[src/rtl/reg_writeback_pkg.sv]
// Shared types and sizes for the register writeback path: entry struct,
// register-file geometry and the per-channel queue depth.
package reg_writeback_pkg;
    localparam int REG_ADDR_W    = 4;
    localparam int REG_DATA_W    = 32;
    localparam int NUM_REGS      = 16;
    localparam int WB_FIFO_DEPTH = 2;
    localparam logic [REG_ADDR_W-1:0] VGA_REG = 4'hF;

    typedef struct packed {
        logic [REG_ADDR_W-1:0] addr;
        logic [REG_DATA_W-1:0] data;
    } wb_entry_t;

    typedef enum logic {
        GRANT_A = 1'b0,
        GRANT_B = 1'b1
    } grant_t;

    // One-hot register mask for an entry, zero when the entry is not live.
    function automatic logic [NUM_REGS-1:0] addr_mask(input logic [REG_ADDR_W-1:0] addr,
                                                       input logic live);
        logic [NUM_REGS-1:0] m;
        m = '0;
        if (live) m[addr] = 1'b1;
        return m;
    endfunction
endpackage

[src/rtl/reg_writeback_fifo.sv]
// Two-entry shift FIFO for one writeback channel; slot 0 is always the head.
// Entries and their valid bits are exposed so the top can build the pending mask.
module wb_fifo
    import reg_writeback_pkg::*;
(
    input  logic                                clk,
    input  logic                                rst,
    input  logic                                clear,
    input  logic                                push,
    input  wb_entry_t                           wr_entry,
    input  logic                                pop,
    output logic                                full,
    output logic                                empty,
    output wb_entry_t                           head,
    output wb_entry_t [WB_FIFO_DEPTH-1:0]       entries,
    output logic      [WB_FIFO_DEPTH-1:0]       valid
);
    always_ff @(posedge clk) begin
        if (rst || clear) begin
            valid   <= '0;
            entries <= '0;
        end else if (push && pop) begin
            // Occupancy is unchanged: shift the tail forward and refill behind it.
            if (valid[1]) begin
                entries[0] <= entries[1];
                entries[1] <= wr_entry;
            end else begin
                entries[0] <= wr_entry;
            end
        end else if (pop) begin
            entries[0] <= entries[1];
            valid      <= {1'b0, valid[1]};
        end else if (push) begin
            if (!valid[0]) begin
                entries[0] <= wr_entry;
                valid      <= 2'b01;
            end else begin
                entries[1] <= wr_entry;
                valid      <= 2'b11;
            end
        end
    end

    assign full  = valid[1];
    assign empty = !valid[0];
    assign head  = entries[0];
endmodule

[src/rtl/reg_writeback.sv]
// Writeback arbiter: two queued channels (ALU, loads) merged round-robin into
// the register-bank write port. Optional write counter under WB_STATS_EN.
module reg_writeback
    import reg_writeback_pkg::*;
(
    input  logic                  clk,
    input  logic                  rst,
    input  logic                  a_valid,
    output logic                  a_ready,
    input  logic [REG_ADDR_W-1:0] a_addr,
    input  logic [REG_DATA_W-1:0] a_data,
    input  logic                  b_valid,
    output logic                  b_ready,
    input  logic [REG_ADDR_W-1:0] b_addr,
    input  logic [REG_DATA_W-1:0] b_data,
    input  logic                  flush,
    output logic                  we3,
    output logic [REG_ADDR_W-1:0] wa3,
    output logic [REG_DATA_W-1:0] wd3,
    output logic [NUM_REGS-1:0]   pend,
    output logic                  vga_upd
`ifdef WB_STATS_EN
    ,
    output logic [15:0]           wr_count
`endif
);
    localparam logic [0:0] IDLE  = 1'b0;
    localparam logic [0:0] WRITE = 1'b1;

    logic      a_full, a_empty, b_full, b_empty;
    logic      a_push, b_push, a_pop, b_pop;
    wb_entry_t a_head, b_head, out_entry;
    wb_entry_t [WB_FIFO_DEPTH-1:0] a_entries, b_entries;
    logic      [WB_FIFO_DEPTH-1:0] a_vld, b_vld;
    logic [0:0] state;
    grant_t    last_grant;

    assign a_ready = !a_full && !flush && !rst;
    assign b_ready = !b_full && !flush && !rst;
    assign a_push  = a_valid && a_ready;
    assign b_push  = b_valid && b_ready;

    // A wins when B is idle or B had the previous grant.
    assign a_pop = !a_empty && (b_empty || last_grant == GRANT_B);
    assign b_pop = !b_empty && !a_pop;

    wb_fifo u_fifo_a (
        .clk(clk), .rst(rst), .clear(flush),
        .push(a_push), .wr_entry('{addr: a_addr, data: a_data}), .pop(a_pop),
        .full(a_full), .empty(a_empty), .head(a_head),
        .entries(a_entries), .valid(a_vld)
    );

    wb_fifo u_fifo_b (
        .clk(clk), .rst(rst), .clear(flush),
        .push(b_push), .wr_entry('{addr: b_addr, data: b_data}), .pop(b_pop),
        .full(b_full), .empty(b_empty), .head(b_head),
        .entries(b_entries), .valid(b_vld)
    );

    always_ff @(posedge clk) begin
        if (rst) begin
            state      <= IDLE;
            out_entry  <= '0;
            last_grant <= GRANT_B;
        end else if (flush) begin
            state     <= IDLE;
            out_entry <= '0;
        end else if (a_pop) begin
            state      <= WRITE;
            out_entry  <= a_head;
            last_grant <= GRANT_A;
        end else if (b_pop) begin
            state      <= WRITE;
            out_entry  <= b_head;
            last_grant <= GRANT_B;
        end else begin
            state <= IDLE;
        end
    end

    assign we3     = (state == WRITE);
    assign wa3     = out_entry.addr;
    assign wd3     = out_entry.data;
    assign vga_upd = we3 && (out_entry.addr == VGA_REG);

    always_comb begin
        pend = addr_mask(out_entry.addr, we3);
        for (int i = 0; i < WB_FIFO_DEPTH; i++) begin
            pend = pend | addr_mask(a_entries[i].addr, a_vld[i])
                        | addr_mask(b_entries[i].addr, b_vld[i]);
        end
    end

`ifdef WB_STATS_EN
    // Survives flush on purpose: it counts writes that actually reached the bank.
    always_ff @(posedge clk) begin
        if (rst)      wr_count <= '0;
        else if (we3) wr_count <= wr_count + 16'd1;
    end
`endif
endmodule

[config.mk]
export PLATFORM = sky130hd
export DESIGN_NAME = reg_writeback
export DESIGN_NICKNAME = d
export VERILOG_FILES = /design/src/rtl/reg_writeback_pkg.sv /design/src/rtl/reg_writeback_fifo.sv /design/src/rtl/reg_writeback.sv
export SDC_FILE = /design/constraint.sdc
export NUM_CORES = 1
export LEC_CHECK = 0
export ABC_AREA = 1
export BUFFER_PORTS_ARGS = -buffer_cell sky130_fd_sc_hd__clkbuf_2
export CAP_MARGIN = 20
export CORE_MARGIN = 4
export CORE_UTILIZATION = 52
export DETAILED_ROUTE_END_ITERATION = 7
export HOLD_SLACK_MARGIN = 0.02
export PLACE_DENSITY = 0.82
export SYNTH_ARGS = -nofsm -noshare
export SYNTH_HDL_FRONTEND = slang
export SYNTH_SLANG_ARGS = --single-unit
[constraint.sdc]
create_clock -name clk -period 2 [get_ports clk]
set_input_delay 0 -clock clk [delete_from_list [all_inputs] [get_ports clk]]
set_output_delay 0 -clock clk [all_outputs]
set_load 0.05 [all_outputs]
Yosys cells after proc, flatten, opt, wreduce, memory -nomap -nowiden:

Index checks and enable logic that the tools add are counted.

* bits of input ports: 77
* register bits after elaboration: 186
* output and inout bits: 56

* equal/unequal tests: 7
* order comparisons: 10
* mux-type cells: 43
* bitwise logic cells: 7
* reduce and logical (&&, ||, !) cells: 41

Operators with widths (count)
* $mux 36: 14
* $mux 72: 4
* $mux 16: 5
* $or 16x16->16: 4
* $lt 4x5->1 const B: 5
* $demux 1 s4: 5
* $ge 4x1->1 const B: 5
* $logic_and 1x1->1: 16
* $reduce_bool 2->1: 7
* $mux 2: 6
* $reduce_and 2->1: 5
* $mux 1: 9
* $reduce_and 4->1: 2
* $logic_not 1->1: 6
* $ne 2x1->1 const B: 3
* $reduce_bool 3->1: 2
* $eq 4x4->1 const B: 1
* $ne 3x2->1 const B: 1
* $ne 3x3->1 const B: 1
* $not 1->1: 3
* $logic_or 1x1->1: 2
* $ne 2x2->1 const B: 1
* $reduce_or 2->1: 1

Depth between registers and ports, before layout:

* word-level depth: 9
* mapped depth: 15

Cells and area by module:

A second synthesis with hierarchy kept.

* cells, all modules: 2218
* area total of the unflattened synthesis: 12837.3 um^2

By module, submodules not included
* wb_fifo: cells each 831, area an instance 4976.0 um^2, seq. area each 1481.4 um^2, instances 2
* reg_writeback: cells each 556, area an instance 2885.3 um^2, seq. area each 760.7 um^2, instances 1

Least setup slack after synthesis:

No wires, ideal clock.

* kind: flip-flop to output port
* start: reg state, in the netlist we3
* end: out pend[15]
* arrival: 2201 ps
* buffers on the path: 0
* stages on the path, launching flop included: 5
* required time: 2000 ps
* setup slack: -201 ps
* cell sequence: dfxtp_1 nand3_1 nor2_1 a21oi_1 o211ai_1

* longest elaborated chain between the ends: 5

RTL lines
* start, declared: line reg_writeback.sv:35 `logic [0:0] state;`
* start signal, assigned: line reg_writeback.sv:63 `state <= IDLE;`
* start signal, assigned: line reg_writeback.sv:67 `state <= IDLE;`
* start signal, assigned: line reg_writeback.sv:70 `state <= WRITE;`
* $mux 16: line reg_writeback_pkg.sv:25 `if (live) m[addr] = 1'b1;`
* $or 16x16->16: line reg_writeback.sv:90 `pend = pend | addr_mask(a_entries[i].addr, a_vld[i])`
* $or 16x16->16: line reg_writeback.sv:91 `| addr_mask(b_entries[i].addr, b_vld[i]);`
* $or 16x16->16: line reg_writeback.sv:90
* $or 16x16->16: line reg_writeback.sv:91
* end, declared: line reg_writeback.sv:20 `output logic [NUM_REGS-1:0] pend,`

No other way between the ends.

Final worst setup path:

* start: reg u_fifo_b.valid[1]
* end: out pend[9]

* longest elaborated chain between the ends: 2

RTL lines
* start, declared: line reg_writeback_fifo.sv:16 `output logic [WB_FIFO_DEPTH-1:0] valid`
* start signal, assigned: line reg_writeback_fifo.sv:32 `valid <= {1'b0, valid[1]};`
* $mux 16: line reg_writeback_pkg.sv:25
* $or 16x16->16: line reg_writeback.sv:91

No other way between the ends.

==> impl_metrics.yaml <==
critical_path:
  path_buf_inv: 2
  r2r_cells: 9
  timing.rr.start: "u_fifo_b.valid[0]"
  cp.arrival_ns: 1.99
  worstPathRequired_ns: 2.00
  cpMaxStageDelayCell: "dfxtp_1"
  reg2reg_slack_ns: 0.10
  cp_cell_sequence: "buf_4 -> nand2_1 -> nor2_1 -> a22oi_1 -> o211ai_1 -> clkbuf_4"
  reg2reg_to: "u_fifo_b.entries[44]"
  critPathKind: "flop to primary output"
  cp-start-kind: "flop"
  critPathTopFamily: "buffers and inverters"
  end_kind: "primary output"
  slowest_delay_ns: 0.33
  cp_max_fo: 9
pwr:
  netSwitchingFraction_pct: 27.3
  power_frac_seq_pct: 46.0
  p_switching_w: 0.00226
  p_int_w: 0.00601
  power.share.clock_pct: 41.7
  peakVddDrop_v: 0.000667
  power_density_mw_per_mm2: 699
  power.total_w: 0.00827
  comb_power_share_pct: 12.3
  p_leak_nw: 5.37
logic_synthesis:
  yosysSeqAreaShare_pct: 39.3
  ys_ff_latch: 186
  synth_top_flop_cell: "dfxtp_1"
  synth_top_family_by_area: "simple AND/OR/NAND/NOR gates"
  synth_top_area_share_pct: 39.3
  syn-cell-area_mm2: 0.00947
  synth_xor_area_share_pct: 0
  synth.mux.area_fraction_pct: 0
  synth_area_per_cell_um2: 6.49
  syn_nets: 1539
  ys_async_sr_fraction_pct: 0
  synth-compound-area-share_pct: 13.5
  synth_cell_types: 33
  synthAdderAreaFrac_pct: 0.264
  synth_edf_count: 0
  syn-instance-count: 1460
  yosys_warnings: 0
  synth-simple-area-share_pct: 35.7
  yosys.area.top_type: "dfxtp_1"
  synth.area.top_cells: "dfxtp_1 (39%), nand2_1 (14%), nand3_1 (13%), nor2_1 (6.7%), a21oi_1 (6.3%)"
sta:
  fmax_mhz: 503
  setup_viol: 0
  skew_ns: 0.00873
  worst_slew_pin_slew_ns: 0.653
  period_share_pct: 99.4
  final_max_slew_viol_count: 0
  relSlewSlack_pct: 56.5
  fin_hold_ws_ns: 0.175
  rsz0062_at_grt: "yes"
  hold_viol_final: 0
  fin_crit_ns: 1.99
  final.setup.worst_slack_ns: 0.0116
hold_path:
  min_to: "wd3[14]"
  worstHoldStart: "rst"
  holdCritPathClass: "input port to flop"
  min_path_cells: 5
final_layout:
  drive_gt1_share_pct: 14.3
  n_fill_cell: 1521
  fin_util_pct: 65.9
  n_antenna_cell: 0
  area_growth_pct: 25.0
  final_cell_area_mm2: 0.0118
  layout.cells.most_common_list: "nand2_1 (345), nand3_1 (242), dfxtp_1 (184), nor2_1 (168), inv_1 (150)"
  layout_commonest_cell: "nand2_1"
  finalNetCount: 1712
clock_tree:
  cts_tree: "done"
  htree_num_levels: 4
  cts_buffers: 17
  cts_max_path_buffers: 2
  cts_sinks: 186
  clk_latency_ns: 0.45
  clk_pin_slew_ns: 0.07
  clockRootBuffer: "clkbuf_16"
routing:
  route.detailed.drc: 0
  antenna_left: 0
  route.detailed.wl_per_inst_um: 16.2
  vias: 10500
  wirelength_um: 30400
  drt-pass1-iter-count: 6
  drt_iter0_drc: 1118
  detail_route.vias_per_cell: 5.61
global_routing:
  antenna_found_initial: 0
  grtUsageTotal_pct: 29.0
  grt_pass1_vias: 9777
  grt_max_degree: 73
  grt_first_pass_wirelength_um: 47800
  gr-total-overflow: 0
die:
  die_area_mm2: 0.0204
  initial_utilization_pct: 52.7
  boundaryPins: 133
  die_x_um: 143
  num_rows: 49
  coreArea_mm2: 0.0180
  die_h_um: 143
placed_design:
  portBuffers: 132
  dp_hpwl_um: 19800
  gp_congestion: 0.977
  post-place-ws_ns: 0.118
  placed_cell_area_mm2: 0.0104
status:
  outcome: "completed"
run:
  maxCapViolations: 0
tightest hold or removal path, delay by kind of cell:
| family | cells | cell delay, ns |
|---|---|---|
| buffers and inverters | 2 | 0.36 |
| and+or+nand+nor | 3 | 0.21 |
what timing repair did:
action / 4_1_cts / 5_1_grt
endpoints found under the hold margin: 144 / 0
gates cloned: 0 / 1
buffers inserted: 0 / 0
endpoints found under the setup margin: 4 / 83
gates resized for setup: 3 / 21
hold buffers: 75 / 0
cell usage after synthesis, types with 2 or more instances:
| master | number |
|---|---|
| o21ai_2 | 2 |
| nand4_1 | 9 |
| buf_2 | 37 |
| nor3_1 | 9 |
| nand2_2 | 2 |
| o21ai_0 | 66 |
| nor2_1 | 170 |
| a21oi_1 | 119 |
| buf_1 | 5 |
| o211ai_1 | 28 |
| nand3_1 | 242 |
| inv_2 | 4 |
| clkbuf_1 | 41 |
| buf_4 | 13 |
| nand2_4 | 4 |
| inv_1 | 150 |
| a22oi_1 | 3 |
| dfxtp_1 | 186 |
| buf_6 | 2 |
| ha_1 | 2 |
| a31oi_1 | 2 |
| nor2_2 | 2 |
| o2111ai_1 | 6 |
| nand2_1 | 347 |
sequential cells by signal (all words and copies together) (netlist names):
| name | cells |
|---|---|
| u_fifo_a.valid | 2 |
| u_fifo_b.valid | 2 |
| wd3 | 32 |
| u_fifo_a.entries | 72 |
| we3 | 1 |
| u_fifo_b.entries | 72 |
| last_grant | 1 |
| wa3 | 4 |
power groups by stage:
stage	logic (W)	clock network (W)	registers [W]
after floorplan	0.000559	0	0.00389
after global placement	0.000855	0	0.00389
after detailed placement	0.000862	0	0.00389
after CTS	0.000982	0.00345	0.00380
after global routing	0.00112	0.00361	0.00381
final	0.00101	0.00345	0.00380
how the worst max path moves through the flow:
| stage | startpoint | to | depth (start not counted) |
|---|---|---|---|
| 3_3_place_gp | u_fifo_a.valid[0] | u_fifo_b.entries[29] | 8 |
| 4_1_cts | u_fifo_a.valid[1] | pend[9] | 6 |
| 6_report | u_fifo_b.valid[1] | pend[9] | 6 |
| 3_5_place_dp | flush | u_fifo_b.entries[16] | 11 |
| 2_1_floorplan | last_grant | u_fifo_a.entries[1] | 15 |
| 5_1_grt | u_fifo_a.valid[1] | pend[13] | 6 |
cell type report:
class                   count  area (um^2)  area share, %
well taps                 229          287           2.42
repair buffers            253         1930           16.3
clock inverters            12          128           1.08
multi-input cells        1021         4720           39.9
flip-flops and latches    186         3730           31.5
clock buffers              20          467           3.94
inverters                 154          578           4.88
cells by family (layout without fill, tap and decap cells):
family                   after synthesis  in the layout
AND/OR/NAND/NOR                      790            790
buffers and inverters                253            439
adder cells (fa/ha/maj)                2              2
AO/OA/AOI/OAI                        229            229
flip-flops                           186            186
stage by stage:
stage	setup TNS, ns	std cells
2_1_floorplan	0	1460
3_3_place_gp	0	1767
3_5_place_dp	0	1767
4_1_cts	0	1874
5_1_grt	-0.00776	1875
6_report	0	1875
per-layer routing:
metal | share of wire (%) | GRT usage (%)
met4 | 3.5 | 11.8
met5 | 0 | 0
met3 | 7.7 | 4.76
met2 | 49 | 49.8
met1 | 40 | 36.2
Power figures use the tool's default switching activity.
